File: src/rtl/spi_pkg.sv
// Shared SPI definitions for the master/slave pair.
// FSM encodings and default word length.
package spi_pkg;

  typedef enum logic {
    s_IDLE,
    s_DATA
  } state_t;

  localparam int WORD_LEN = 8;

endpackage

File: src/rtl/spi_slave_if.sv
// Bus and transmit/receive handshake bundle of the SPI slave.
// The master modport is the view of whatever drives the slave.
interface spi_slave_if
  import spi_pkg::*;
#(
  parameter int p_WORD_LEN = WORD_LEN
);

  logic                  i_sclk;
  logic                  i_mosi;
  logic                  i_cs_n;
  logic                  o_miso;
  logic [p_WORD_LEN-1:0] i_data;
  logic                  i_dv;
  logic                  o_tx_ready;
  logic [p_WORD_LEN-1:0] o_data;
  logic                  o_dv;
  logic                  o_active;
  logic                  o_underrun;

  modport slave (
    input  i_sclk,
    input  i_mosi,
    input  i_cs_n,
    input  i_data,
    input  i_dv,
    output o_miso,
    output o_tx_ready,
    output o_data,
    output o_dv,
    output o_active,
    output o_underrun
  );

  modport master (
    output i_sclk,
    output i_mosi,
    output i_cs_n,
    output i_data,
    output i_dv,
    input  o_miso,
    input  o_tx_ready,
    input  o_data,
    input  o_dv,
    input  o_active,
    input  o_underrun
  );

endinterface

File: src/rtl/spi_sync.sv
// Multi-flop synchronizer plus one delayed copy for edge strobes.
// rise/fall are single-cycle pulses in the local clock domain.
module spi_sync #(
  parameter int   p_STAGES = 2,
  parameter logic p_RST    = 1'b0
) (
  input  logic clk,
  input  logic rst_n,
  input  logic d,
  output logic level,
  output logic rise,
  output logic fall
);

  logic [p_STAGES-1:0] chain;
  logic                dly;

  always_ff @(posedge clk) begin
    if (!rst_n) begin
      chain <= {p_STAGES{p_RST}};
      dly   <= p_RST;
    end else begin
      chain <= {chain[p_STAGES-2:0], d};
      dly   <= chain[p_STAGES-1];
    end
  end

  assign level = chain[p_STAGES-1];
  assign rise  = level & ~dly;
  assign fall  = ~level & dly;

endmodule

File: src/rtl/spi_slave.sv
// SPI mode-0 MSB-first slave, oversampled by the local clock.
// Single-entry tx buffer, one-cycle rx valid pulse.
module spi_slave
  import spi_pkg::*;
#(
  parameter int p_WORD_LEN    = WORD_LEN,
  parameter int p_SYNC_STAGES = 2
) (
  input logic        i_clk,
  input logic        i_rst_n,
  spi_slave_if.slave bus
);

  localparam int CW = $clog2(p_WORD_LEN);
  localparam logic [CW-1:0] LAST = CW'(p_WORD_LEN - 1);

  logic       sclk_rise;
  logic       sclk_fall;
  logic       mosi_s;
  logic       cs_rise;
  logic       cs_fall;
  logic       unused_sclk_lvl;
  logic       unused_cs_lvl;
  logic [1:0] unused_mosi_edge;

  spi_sync #(.p_STAGES(p_SYNC_STAGES), .p_RST(1'b0)) u_sclk (
    .clk   (i_clk),
    .rst_n (i_rst_n),
    .d     (bus.i_sclk),
    .level (unused_sclk_lvl),
    .rise  (sclk_rise),
    .fall  (sclk_fall)
  );

  spi_sync #(.p_STAGES(p_SYNC_STAGES), .p_RST(1'b0)) u_mosi (
    .clk   (i_clk),
    .rst_n (i_rst_n),
    .d     (bus.i_mosi),
    .level (mosi_s),
    .rise  (unused_mosi_edge[0]),
    .fall  (unused_mosi_edge[1])
  );

  spi_sync #(.p_STAGES(p_SYNC_STAGES), .p_RST(1'b1)) u_cs (
    .clk   (i_clk),
    .rst_n (i_rst_n),
    .d     (bus.i_cs_n),
    .level (unused_cs_lvl),
    .rise  (cs_rise),
    .fall  (cs_fall)
  );

  state_t                state;
  logic [CW-1:0]         bit_cnt;
  logic [p_WORD_LEN-1:0] rx_sr;
  logic [p_WORD_LEN-1:0] tx_sr;
  logic [p_WORD_LEN-1:0] tx_buf;
  logic                  buf_full;
  logic                  load;
  logic [p_WORD_LEN-1:0] load_val;
  logic [p_WORD_LEN-1:0] rx_next;

  always_comb begin
    load = 1'b0;
    unique case (1'b1)
      state == s_IDLE: load = cs_fall;
      state == s_DATA:
        load = !cs_rise && sclk_fall && bit_cnt == '0;
      default: load = 1'b0;
    endcase
  end

  assign load_val = buf_full ? tx_buf : '0;
  assign rx_next  = {rx_sr[p_WORD_LEN-2:0], mosi_s};

  always_ff @(posedge i_clk) begin
    if (!i_rst_n) begin
      state          <= s_IDLE;
      bit_cnt        <= '0;
      rx_sr          <= '0;
      tx_sr          <= '0;
      tx_buf         <= '0;
      buf_full       <= 1'b0;
      bus.o_miso     <= 1'b0;
      bus.o_data     <= '0;
      bus.o_dv       <= 1'b0;
      bus.o_active   <= 1'b0;
      bus.o_underrun <= 1'b0;
    end else begin
      bus.o_dv       <= 1'b0;
      bus.o_underrun <= 1'b0;
      if (load) begin
        tx_sr          <= load_val;
        bus.o_miso     <= load_val[p_WORD_LEN-1];
        bus.o_underrun <= ~buf_full;
      end
      unique case (state)
        s_IDLE: begin
          bus.o_active <= 1'b0;
          if (cs_fall) begin
            state        <= s_DATA;
            bus.o_active <= 1'b1;
          end
        end
        s_DATA: begin
          if (cs_rise) begin
            state        <= s_IDLE;
            bit_cnt      <= '0;
            bus.o_miso   <= 1'b0;
            bus.o_active <= 1'b0;
          end else if (sclk_rise) begin
            rx_sr <= rx_next;
            if (bit_cnt == LAST) begin
              bit_cnt    <= '0;
              bus.o_data <= rx_next;
              bus.o_dv   <= 1'b1;
            end else begin
              bit_cnt <= bit_cnt + 1'b1;
            end
          end else if (sclk_fall && bit_cnt != '0) begin
            tx_sr      <= tx_sr << 1;
            bus.o_miso <= tx_sr[p_WORD_LEN-2];
          end
        end
        default: state <= s_IDLE;
      endcase
      // a load empties the buffer; a same-cycle capture refills it
      if (load)
        buf_full <= 1'b0;
      if (bus.i_dv && !buf_full) begin
        tx_buf   <= bus.i_data;
        buf_full <= 1'b1;
      end
    end
  end

  assign bus.o_tx_ready = ~buf_full;

endmodule

File: src/flat_wrapper.sv
// flat-port wrapper written by rule: the top's interface ports become plain ports
module spi_slave_flat import spi_pkg::*;
#(
  parameter int p_WORD_LEN    = WORD_LEN,
  parameter int p_SYNC_STAGES = 2
)
  (i_clk, i_rst_n, bus_i_sclk, bus_i_mosi, bus_i_cs_n, bus_i_data, bus_i_dv, bus_o_miso, bus_o_tx_ready, bus_o_data, bus_o_dv, bus_o_active, bus_o_underrun);
  spi_slave_if #(.p_WORD_LEN(p_WORD_LEN)) bus_i ();
  input logic i_clk;
  input logic i_rst_n;
  input wire logic [$bits(bus_i.i_sclk)-1:0] bus_i_sclk;
  input wire logic [$bits(bus_i.i_mosi)-1:0] bus_i_mosi;
  input wire logic [$bits(bus_i.i_cs_n)-1:0] bus_i_cs_n;
  input wire logic [$bits(bus_i.i_data)-1:0] bus_i_data;
  input wire logic [$bits(bus_i.i_dv)-1:0] bus_i_dv;
  output wire logic [$bits(bus_i.o_miso)-1:0] bus_o_miso;
  output wire logic [$bits(bus_i.o_tx_ready)-1:0] bus_o_tx_ready;
  output wire logic [$bits(bus_i.o_data)-1:0] bus_o_data;
  output wire logic [$bits(bus_i.o_dv)-1:0] bus_o_dv;
  output wire logic [$bits(bus_i.o_active)-1:0] bus_o_active;
  output wire logic [$bits(bus_i.o_underrun)-1:0] bus_o_underrun;
  assign bus_i.i_sclk = bus_i_sclk;
  assign bus_i.i_mosi = bus_i_mosi;
  assign bus_i.i_cs_n = bus_i_cs_n;
  assign bus_i.i_data = bus_i_data;
  assign bus_i.i_dv = bus_i_dv;
  assign bus_o_miso = bus_i.o_miso;
  assign bus_o_tx_ready = bus_i.o_tx_ready;
  assign bus_o_data = bus_i.o_data;
  assign bus_o_dv = bus_i.o_dv;
  assign bus_o_active = bus_i.o_active;
  assign bus_o_underrun = bus_i.o_underrun;
  spi_slave #(.p_WORD_LEN(p_WORD_LEN), .p_SYNC_STAGES(p_SYNC_STAGES)) u_core (.i_clk(i_clk), .i_rst_n(i_rst_n), .bus(bus_i));
endmodule
File: config.mk
export PLATFORM = sky130hd
export DESIGN_NAME = spi_slave_flat
export DESIGN_NICKNAME = d
export VERILOG_FILES = /design/src/rtl/spi_pkg.sv /design/src/rtl/spi_slave_if.sv /design/src/rtl/spi_sync.sv /design/src/rtl/spi_slave.sv /design/src/flat_wrapper.sv
export SDC_FILE = /design/constraint.sdc
export NUM_CORES = 1
export LEC_CHECK = 0
export CORE_MARGIN = 5
export CORE_UTILIZATION = 48
export CTS_CLUSTER_DIAMETER = 100
export CTS_CLUSTER_SIZE = 40
export DETAILED_ROUTE_END_ITERATION = 8
export HOLD_SLACK_MARGIN = 0.03
export PLACE_DENSITY = 0.74
export SYNTH_ARGS = -nofsm -noshare
export SYNTH_HDL_FRONTEND = slang
export SYNTH_SLANG_ARGS = --single-unit
File: constraint.sdc
create_clock -name i_clk -period 1.6 [get_ports i_clk]
set_clock_uncertainty 0.1 [all_clocks]
set_input_delay 0.16 -clock i_clk [delete_from_list [all_inputs] [get_ports i_clk]]
set_output_delay 0.16 -clock i_clk [all_outputs]
set_load 0.01 [all_outputs]
==> metrics.txt, run 1 <==
Peak Freq ~640 MHz; Synth Area in Simple Gates 0.242; Area Overhead vs Synth 28.4%; Nets roughly 260; Critical R2R Launch u_core.bit_cnt[1]; Post-route DRC 0; cell-internal power 0.00164 W; CP Launch Type flop; post-synthesis cell count 202; Clock Sinks between 40 and 50; ant diodes 0; Hold Path Depth 3; CTS root buf clkbuf_8; Compound-Gate Fraction of Synth Area 0.111; Layout Utilization 0.648; Setup-failing EPs final 0; WL per Instance 13.0 um; status finished clean; first-pass GRT wire length about 6300 um; Synth Area per Inst slightly above 9 sq um; Slowest-stage cell, CP dfxtp_2; core area approximately 0.0037 sq mm; row count 22; gr ovfl total 0; post-layout minimum cycle time between 1.5 and 2 ns; Yosys top cell area share 0.498; Yosys reg bits 47; maxcap violations 0; DIE WIDTH 72.7 um; Starting Density 0.505; Die Area ~0.0053 sq mm; routed vias/inst 5.18; Leak 1.04 nW; Slowest Stage Delay on Critical Path between 0.3 and 0.4 ns; R2R Setup Slk 0.05 ns; syn_nets 219; mux cell area share after synthesis 0.0901; largest net degree at the start of global routing 20; Pins Over Slew Limit 0; switching power between 0.0005 and 0.0006 W; vias in the first global route between 1,000 and 1,500; capturing point of the worst reg2reg path u_core.tx_sr[6]; netlist area before placement about 0.0019 sq mm; HPWL after detailed placement between 2000 and 3000 um; pre-CTS WS -0.0153 ns; Placed Instances 280; Hold Crit Endpoint u_core.tx_buf[2]; Final Non-Filler Cells a little under 300; CP arrival between 1.5 and 2 ns; # fillers 343; sequential fraction of the synthesis area 0.498; combinational family with the most area after synthesis simple AND/OR/NAND/NOR gates; ANT nets after route 0; worst skew pair latency 0.30 ns; maximum VDD drop 0.000673 V; CP required 1.69 ns; PortBufs 26; Die Y between 70 and 80 um; crit-path cells inv_2, ha_4, and4bb_2, a31oi_4, nor3_4, a211o_1; Iter 0 DRT Violations 75; vias post-DR 1,496; Hold Crit Class in -> reg; hold path startpoint bus_i_data[2]; Comb pwr share 0.078; Sequential Power Share 0.572; Slew headroom 0.773; Crit Path Max Fanout 6; DR pass1 iterations 4; Yosys top cell by area dfxtp_1; H-tree lvl count 2; Net Sw Frac 0.234; commonest non-fill, non-tap cells in the layout dfxtp_1 (42), nand2_1 (32), clkdlybuf4s50_1 (25), nor2_1 (19), mux2i_1 (17); YS warnings 0; final setup margin between 0.04 and 0.05 ns; synth top area cells dfxtp_1 (50%), mux2i_1 (9.0%), nand2_1 (6.4%), a21oi_1 (4.2%), nor2_1 (3.8%); commonest non-fill, non-tap cell in the layout dfxtp_1; Reg2Reg Depth 6; Cell variety after synth 36; Power per Cell Area 882 mW/mm^2; Final Power 0.00214 W; Routability Congestion 0.778; I/O pins 27; share of cells above drive strength 1 0.174; XOR/XNOR Fraction of Synth Area 0; worst-margin pin slew roughly 0.34 ns; critical path endpoint category flop; initial antenna violation count 0; clock network fraction of total power 0.350; critical path type reg -> reg; clock-pin slew on the worst setup and hold paths about 0.090 ns; RSZ-0062 raised after global routing yes; Critical path buffers and inverters 1; CTS Buf Count 5; CTS tree done; Final Hold Viols 0; period utilisation layout 0.970; post-synthesis adder-cell area fraction 0.0199; final wirelength around 3700 um; clock tree buffer depth 2; total negative slack 0 ns; delay-heaviest family, CP compound AO/OA/AOI/OAI gates; GRT Total Usage 0.153; Post-CTS Hold Buffers 0
per-layer routing:
metal,GRT usage,wire [um]
met5,0,0
met4,0.0779,82
met3,0.0262,125
met2,0.242,1690
met1,0.198,1850
synth_stat cells (all sizes together):
| cell type | count |
|---|---|
| nand3 | 5 |
| nand3b | 2 |
| and4bb | 1 |
| buf | 4 |
| nor3b | 3 |
| o21bai | 1 |
| inv | 5 |
| dfxtp | 47 |
| or3b | 2 |
| a21o | 2 |
| mux2i | 17 |
| a311oi | 1 |
| or3 | 1 |
| clkbuf | 6 |
| o22ai | 3 |
| and2b | 2 |
| nand2 | 32 |
| nor3 | 3 |
| a211o | 2 |
| nand2b | 6 |
| nor2b | 2 |
| o21ai | 3 |
| a22o | 2 |
| a21oi | 17 |
| and2 | 5 |
| or2b | 1 |
| nand4b | 1 |
| ha | 3 |
| nor2 | 19 |
| nand4 | 3 |
| a31oi | 1 |
metrics by stage:
step / cell area, sq um / hold slack, ns
2_1_floorplan: 1890 / 0.161
3_3_place_gp: 2280 / 0.290
3_5_place_dp: 2280 / 0.299
4_1_cts: 2390 / 0.299
5_1_grt: 2430 / 0.308
6_report: 2430 / 0.300
state kept, by name (all words and copies together), names as in the netlist:
| name | count |
|---|---|
| u_core.bus.o_active | 1 |
| u_core.state | 1 |
| u_core.u_mosi.chain | 2 |
| u_core.bit_cnt | 3 |
| u_core.bus.o_data | 8 |
| u_core.u_cs.chain | 2 |
| u_core.u_sclk.chain | 2 |
| u_core.bus.o_dv | 1 |
| u_core.u_sclk.dly | 1 |
| u_core.bus.o_underrun | 1 |
| u_core.bus.o_miso | 1 |
| u_core.tx_buf | 8 |
| u_core.buf_full | 1 |
| u_core.u_cs.dly | 1 |
| u_core.rx_sr | 7 |
| u_core.tx_sr | 7 |
power groups by stage:
stage                logic, W  registers [W]  clock network (W)
finish               0.000168        0.00122           0.000748
global route         0.000185        0.00123           0.000807
CTS                  0.000166        0.00122           0.000764
detailed placement   0.000165        0.00125                  0
global placement     0.000162        0.00125                  0
floorplan           0.0000898        0.00124                  0
cell type report:
cell class / instances / area (sq um) / area share
Timing Repair Buffer: 41 / 397 / 0.163
Clock inverter: 2 / 16.3 / 0.00670
Multi-Input combinational cell: 140 / 905 / 0.373
Clock buffer: 6 / 82.6 / 0.0340
Sequential cell: 47 / 947 / 0.390
Inverter: 5 / 18.8 / 0.00774
Tap cell: 48 / 60.1 / 0.0248
cells by family after synthesis:
group / Yosys count
AOI/OAI and AO/OA: 32
muxes: 17
adders and majority gates: 3
buffers and inverters: 15
DFF: 47
and+or+nand+nor: 88
worst min-delay path, stage by stage:
cell             delay [ns]
clkdlybuf4s50_1        0.39
nand2_1                0.06
a21oi_1                0.05
how the worst max path moves through the flow:
stage | to | start | slack (ns) | cells after the start
2_1_floorplan | u_core.tx_sr[1] | u_core.bit_cnt[0] | 0.005 | 6
6_report | u_core.tx_sr[6] | u_core.bit_cnt[1] | 0.05 | 6
4_1_cts | u_core.tx_sr[6] | u_core.bit_cnt[0] | -0.0004 | 6
3_5_place_dp | u_core.tx_sr[1] | u_core.bit_cnt[1] | -0.02 | 6
5_1_grt | u_core.tx_sr[1] | u_core.bit_cnt[1] | -0.01 | 6
3_3_place_gp | u_core.tx_sr[6] | u_core.bit_cnt[0] | 0.02 | 6
repair_timing:
action                     CTS  global route
gates cloned                 0             0
pin swaps                    0             1
setup buffers                0             1
setup endpoints to repair    5            12
gates resized for setup      5             9
Power figures use the tool's default switching activity.
==> run 2, diff against run 1 <==
--- a/config.mk
+++ b/config.mk
@@ -6,12 +6,12 @@
 export NUM_CORES = 1
 export LEC_CHECK = 0
 export CORE_MARGIN = 5
-export CORE_UTILIZATION = 48
+export CORE_UTILIZATION = 55
 export CTS_CLUSTER_DIAMETER = 100
-export CTS_CLUSTER_SIZE = 40
 export DETAILED_ROUTE_END_ITERATION = 8
+export DONT_BUFFER_PORTS = 1
 export HOLD_SLACK_MARGIN = 0.03
-export PLACE_DENSITY = 0.74
+export PLACE_DENSITY = 0.73
 export SYNTH_ARGS = -nofsm -noshare
 export SYNTH_HDL_FRONTEND = slang
 export SYNTH_SLANG_ARGS = --single-unit
==> metrics.txt, run 2 (synthesis gave the netlist of run 1 again) <==
multi-input combinational cell area 935 sq um (was 905 sq um); capturing point of the worst reg2reg path u_core.bit_cnt[0] (was u_core.tx_sr[6]); switching power 0.000496 W (was 0.000502 W); CP Launch Type flop (unchanged); HPWL after detailed placement 2560 um (was 2650 um); CTS Buf Count 5 (unchanged); Reg area 947 sq um (unchanged); worst skew pair latency 0.37 ns (was 0.30 ns); maximum VDD drop 0.000654 V (was 0.000673 V); commonest non-fill, non-tap cells in the layout dfxtp_1 (42), nand2_1 (32), dlygate4sd3_1 (23), nor2_1 (19), mux2i_1 (17) (was dfxtp_1 (42), nand2_1 (32), clkdlybuf4s50_1 (25), nor2_1 (19), mux2i_1 (17)); post-layout minimum cycle time 1.62 ns (was 1.55 ns); Hold Crit Class in -> reg (unchanged); Nets 256 (was 257); DIE WIDTH 68.6 um (was 72.7 um); Die Y 68.6 um (was 72.7 um); Crit Path Max Fanout 5 (was 6); I/O pins 27 (unchanged); ant diodes 0 (unchanged); row count 21 (was 22); Final Hold Slack 0.0472 ns (was 0.300 ns); final wirelength 4260 um (was 3750 um); maxcap violations 0 (unchanged); global-route met1 utilization 0.227 (was 0.198); PortBufs 0 (was 26); largest net degree at the start of global routing 17 (was 20); cell-internal power 0.00149 W (was 0.00164 W); ANT nets after route 0 (unchanged); WL per Instance 14.9 um (was 13.0 um); GRT busiest layer met2 (unchanged); CTS root buf clkbuf_4 (was clkbuf_8); R2R Setup Slk -0.02 ns (was 0.05 ns); clock tree buffer depth 2 (unchanged); Hold Crit Endpoint u_core.tx_buf[3] (was u_core.tx_buf[2]); hold path startpoint bus_i_dv (was bus_i_data[2]); Iter 0 DRT Violations 88 (was 75); Reg2Reg Depth 4 (was 6); gr ovfl total 0 (unchanged); Comb pwr share 0.076 (was 0.078); period utilisation layout 1.01 (was 0.970); critical path type reg -> reg (unchanged); H-tree lvl count 2 (unchanged); share of cells above drive strength 1 0.192 (was 0.174); final setup margin -0.0156 ns (was 0.0473 ns); routed vias/inst 5.32 (was 5.18); RSZ-0062 raised after global routing yes (unchanged); Clock Sinks 47 (unchanged); vias post-DR 1,522 (was 1,496); vias in the first global route 1,518 (was 1,449); Critical R2R Launch u_core.u_sclk.dly (was u_core.bit_cnt[1]); Hold Path Depth 3 (unchanged); Power per Cell Area 819 mW/mm^2 (was 882 mW/mm^2); # fillers 243 (was 343); met2 Track Usage GR 0.328 (was 0.242); Final Power 0.00199 W (was 0.00214 W); GRT Total Usage 0.193 (was 0.153); Starting Density 0.566 (was 0.505); routing usage on met3 0.0421 (was 0.0262); CP arrival 1.82 ns (was 1.64 ns); Post-route DRC 0 (unchanged); Slew headroom 0.682 (was 0.773); status finished, violations left (was finished clean); Sequential Power Share 0.618 (was 0.572); CTS tree done (unchanged); initial antenna violation count 0 (unchanged); commonest non-fill, non-tap cell in the layout dfxtp_1 (unchanged); first-pass GRT wire length 6720 um (was 6330 um); Net Sw Frac 0.249 (was 0.234); Leak 1.04 nW (about the same); Routability Congestion 0.826 (was 0.778); Placed Instances 250 (was 280); CP required 1.81 ns (was 1.69 ns); Die Area 0.00471 sq mm (was 0.00529 sq mm); clock-pin slew on the worst setup and hold paths 0.15 ns (was 0.09 ns); core area 0.00334 sq mm (was 0.00374 sq mm); critical path endpoint category flop (unchanged); Largest regs u_core.bus.o_data x8, u_core.tx_buf x8 (unchanged); Setup-failing EPs final 1 (was 0); DR pass1 iterations 4 (unchanged); Pins Over Slew Limit 0 (unchanged); Final Non-Filler Cells 286 (was 289); Peak Freq 619 MHz (was 644 MHz); clock network fraction of total power 0.306 (was 0.350); Final Hold Viols 0 (unchanged); worst-margin pin slew 0.472 ns (was 0.337 ns); failing checks negative setup slack; Area Overhead vs Synth 28.5% (was 28.4%)
==> run 2: critical path, cell delays in order, from the launching register on <==
cell and delay (ns):
dfxtp_1 0.43, and2b_2 0.29, o21ai_0 0.41, nand2_1 0.15, a21oi_2 0.18
==> run 2: area by class of cell <==
type / count / area share
Clock inverter: 2 / 0.00670
Timing Repair Buffer: 40 / 0.166
Clock buffer: 6 / 0.0211
Sequential cell: 47 / 0.390
Multi-Input combinational cell: 140 / 0.385
Tap cell: 46 / 0.0237
Inverter: 5 / 0.00773
==> run 2: how the worst max path moves through the flow <==
stage                                  from              endpoint  slack [ns]  cells after the start
after CTS                 u_core.bit_cnt[0]  u_core.bus.o_data[1]       0.001                      7
after detailed placement  u_core.bit_cnt[1]       u_core.tx_sr[6]       -0.03                      6
after floorplan           u_core.bit_cnt[0]       u_core.tx_sr[1]       0.005                      6
final                     u_core.u_sclk.dly     u_core.bit_cnt[0]       -0.02                      4
after global placement    u_core.bit_cnt[1]       u_core.tx_sr[6]        0.04                      6
after global routing      u_core.u_sclk.dly     u_core.bit_cnt[0]       -0.10                      4
==> run 2: per-layer routing <==
metal	share of wire	routed length, um
met1	0.43	1820
met2	0.50	2110
met3	0.058	247
met4	0.018	78
met5	0	0
==> run 2: per-stage QoR <==
stage               setup WS (ns)  TNS, ns  instance area [sq um]  utilization
detailed placement        -0.0267  -0.0315                   1990        0.598
global placement           0.0371        0                   1990        0.598
CTS                       0.00119        0                   2320        0.696
finish                    -0.0156  -0.0156                   2430        0.728
floorplan                 0.00457        0                   1890            -
global route               -0.104   -0.349                   2430        0.728
==> run 2: repair_timing <==
item	4_1_cts	5_1_grt
pin swaps	5	7
setup endpoints to repair	2	17
gates cloned	0	1
setup buffers	1	3
hold buffers	23	0
resized for setup	7	14
endpoints found under the hold margin	26	0
==> run 2: power by group through the flow <==
stage,registers [W],clock network [W],logic [W]
after floorplan,0.00124,0,0.0000898
after global placement,0.00125,0,0.000101
after detailed placement,0.00125,0,0.000106
after CTS,0.00123,0.000609,0.000144
after global routing,0.00123,0.000654,0.000166
final,0.00123,0.000609,0.000151
==> run 3, diff against run 2 <==
--- a/config.mk
+++ b/config.mk
@@ -5,6 +5,7 @@
 export SDC_FILE = /design/constraint.sdc
 export NUM_CORES = 1
 export LEC_CHECK = 0
+export ABC_AREA = 1
 export CORE_MARGIN = 5
 export CORE_UTILIZATION = 55
 export CTS_CLUSTER_DIAMETER = 100
==> metrics.txt, run 3 <==
Critical Path End u_core.tx_sr[5] (was u_core.bit_cnt[0]); Cell variety after synth 23 (was 36); WL per Instance 12.7 um (was 14.9 um); R2R Setup Slk 0.08 ns (was -0.02 ns); CP required 1.78 ns (was 1.81 ns); number of flops mapped to enable cells by yosys 0 (unchanged); initial antenna violation count 0 (unchanged); CTS tree done (unchanged); Yosys reg bits 47 (unchanged); Final Power 0.00193 W (was 0.00199 W); switching power 0.000485 W (was 0.000496 W); Synth Area per Inst 7.68 sq um (was 9.35 sq um); DIE WIDTH 68.3 um (was 68.6 um); final wirelength 3950 um (was 4260 um); Critical R2R Launch u_core.bit_cnt[0] (was u_core.u_sclk.dly); maxcap violations 0 (unchanged); HPWL after detailed placement 2390 um (was 2560 um); Area Overhead vs Synth 18.4% (was 28.5%); maximum VDD drop 0.000591 V (was 0.000654 V); gr ovfl total 0 (unchanged); Die Area 0.00466 sq mm (was 0.00471 sq mm); worst skew pair latency 0.36 ns (was 0.37 ns); Leak 1.09 nW (was 1.04 nW); Post-route DRC 0 (unchanged); syn_nets 260 (was 219); Starting Density 0.564 (was 0.566); post-synthesis cell count 243 (was 202); ANT nets after route 0 (unchanged); CP Launch Type flop (unchanged); vias in the first global route 1,400 (was 1,518); Hold Crit Class in -> reg (unchanged); routed vias/inst 4.99 (was 5.32); Reg2Reg Depth 11 (was 4); clock network fraction of total power 0.276 (was 0.306); CP arrival 1.70 ns (was 1.82 ns); Synth top cells by count dfxtp_1 (47), nand2_1 (40), nor2_1 (36), inv_1 (33), o21ai_0 (25) (was dfxtp_1 (47), nand2_1 (32), nor2_1 (19), mux2i_1 (17), a21oi_1 (16)); CTS Buf Count 5 (unchanged); share of cells above drive strength 1 0.143 (was 0.192); largest net degree at the start of global routing 41 (was 17); cell-internal power 0.00144 W (was 0.00149 W); Nets 282 (was 256); Final Hold Slack 0.120 ns (was 0.0472 ns); H-tree lvl count 2 (unchanged); CTS root buf clkbuf_4 (unchanged); first-pass GRT wire length 6350 um (was 6720 um); Crit Path Max Fanout 9 (was 5); row count 21 (unchanged); pre-CTS WS 0.0136 ns (was -0.0267 ns); Routability Congestion 0.788 (was 0.826); vias post-DR 1,556 (was 1,522); PortBufs 0 (unchanged); core area 0.00331 sq mm (was 0.00334 sq mm); critical path type reg -> reg (unchanged); Synth async-reset ratio 0 (unchanged); clock tree buffer depth 2 (unchanged); CP startpoint u_core.bit_cnt[0] (was u_core.u_sclk.dly); Setup-failing EPs final 0 (was 1); period utilisation layout 0.951 (was 1.01); Peak Freq 657 MHz (was 619 MHz); sequential fraction of the synthesis area 0.504 (was 0.498); status finished clean (was finished, violations left); Die Y 68.3 um (was 68.6 um); YS warnings 0 (unchanged); final setup margin 0.0790 ns (was -0.0156 ns); Yosys top cell area share 0.504 (was 0.498); Final Hold Viols 0 (unchanged); netlist area before placement 0.00187 sq mm (was 0.00189 sq mm); Slew headroom 0.770 (was 0.682); DR pass1 iterations 4 (unchanged); clock-pin slew on the worst setup and hold paths 0.13 ns (was 0.15 ns); Net Sw Frac 0.251 (was 0.249); synth top area cells dfxtp_1 (50%), nand2_1 (8.0%), nor2_1 (7.2%), o21ai_0 (6.7%), inv_1 (6.6%) (was dfxtp_1 (50%), mux2i_1 (9.0%), nand2_1 (6.4%), a21oi_1 (4.2%), nor2_1 (3.8%)); I/O pins 27 (unchanged); ys flop type dfxtp_1 (unchanged); worst-margin pin slew 0.342 ns (was 0.472 ns); # fillers 301 (was 243); Power per Cell Area 873 mW/mm^2 (was 819 mW/mm^2); Sequential Power Share 0.635 (was 0.618); Pins Over Slew Limit 0 (unchanged); commonest non-fill, non-tap cells in the layout dfxtp_1 (45), nand2_1 (39), nor2_1 (34), inv_1 (32), o21ai_0 (24) (was dfxtp_1 (42), nand2_1 (32), dlygate4sd3_1 (23), nor2_1 (19), mux2i_1 (17)); Yosys top cell by area dfxtp_1 (unchanged); Layout Utilization 0.668 (was 0.728); Comb pwr share 0.089 (was 0.076); ant diodes 0 (unchanged); Clock Sinks 47 (unchanged); Iter 0 DRT Violations 91 (was 88); Largest regs u_core.bus.o_data x8, u_core.tx_buf x8 (unchanged); capturing point of the worst reg2reg path u_core.tx_sr[5] (was u_core.bit_cnt[0]); critical path endpoint category flop (unchanged); post-layout minimum cycle time 1.52 ns (was 1.62 ns); commonest non-fill, non-tap cell in the layout dfxtp_1 (unchanged); GRT Total Usage 0.185 (was 0.193); top-count cell post-synth dfxtp_1 (unchanged)
==> run 3: logic make-up (layout without fill, tap and decap cells) <==
kind of cell,Yosys count,in the layout,share of synthesized area
flip-flops,47,47,0.504
AND/OR/NAND/NOR,109,111,0.267
buffers and inverters,43,64,0.0925
AO/OA/AOI/OAI,41,41,0.116
adder cells (fa/ha/maj),3,3,0.0201
==> run 3: critical path: stages (launching register included) <==
cell and delay (ns):
dfxtp_2 0.35, inv_2 0.05, ha_2 0.17, inv_1 0.06
nor2_4 0.16, nand2_4 0.10, nand2_8 0.11, nand2_8 0.08
nand2_1 0.08, nand3_1 0.09, nand2_1 0.06, inv_1 0.03
==> run 3: worst min path at each step <==
stage                from                endpoint  slack, ns  cells past startpoint
6_report         bus_i_dv         u_core.buf_full       0.12                      2
3_5_place_dp      i_rst_n         u_core.u_cs.dly       0.15                      1
2_1_floorplan  bus_i_mosi  u_core.u_mosi.chain[0]       0.16                      2
4_1_cts          bus_i_dv         u_core.buf_full       0.09                      2
5_1_grt          bus_i_dv         u_core.buf_full       0.17                      2
3_3_place_gp      i_rst_n         u_core.u_cs.dly       0.13                      1
==> run 3: power by group through the flow <==
stage	clock [W]	sequential, W	combinational (W)
CTS	0.000547	0.00123	0.000154
global route	0.000601	0.00123	0.000196
finish	0.000532	0.00123	0.000172
floorplan	0	0.00125	0.0000998
global placement	0	0.00125	0.000109
detailed placement	0	0.00125	0.000111
==> run 3: per-layer routing <==
metal / part of all wire / track usage / up-vias / wire [um]
li1: - / - / 814 / -
met1: 0.46 / 0.234 / 697 / 1820
met2: 0.46 / 0.290 / 40 / 1830
met3: 0.065 / 0.0591 / 5 / 255
met4: 0.011 / 0.0744 / 0 / 44
met5: 0 / 0 / - / 0
==> run 3: what timing repair did <==
item,4_1_cts,5_1_grt
endpoints found under the hold margin,46,0
endpoints found under the setup margin,2,8
setup buffers,2,1
gates resized for setup,0,19
pin swaps,0,3
hold buffers,14,0
cloned,0,2
==> run 3: layout make-up <==
type	count	area (sq um)	share of cell area
Clock buffer	7	45.0	0.0204
Clock inverter	1	5.00	0.00226
Timing Repair Buffer	19	188	0.0849
Tap cell	46	57.6	0.0260
Sequential cell	47	943	0.427
Inverter	37	141	0.0640
Multi-Input combinational cell	155	831	0.376
==> run 3: through the flow <==
stage | setup TNS [ns] | instances | area (sq um)
final | 0 | 312 | 2210
after global routing | -0.0469 | 312 | 2210
after CTS | 0 | 309 | 2120
after detailed placement | 0 | 285 | 1910
after global placement | 0 | 285 | 1910
after floorplan | 0 | 243 | 1870
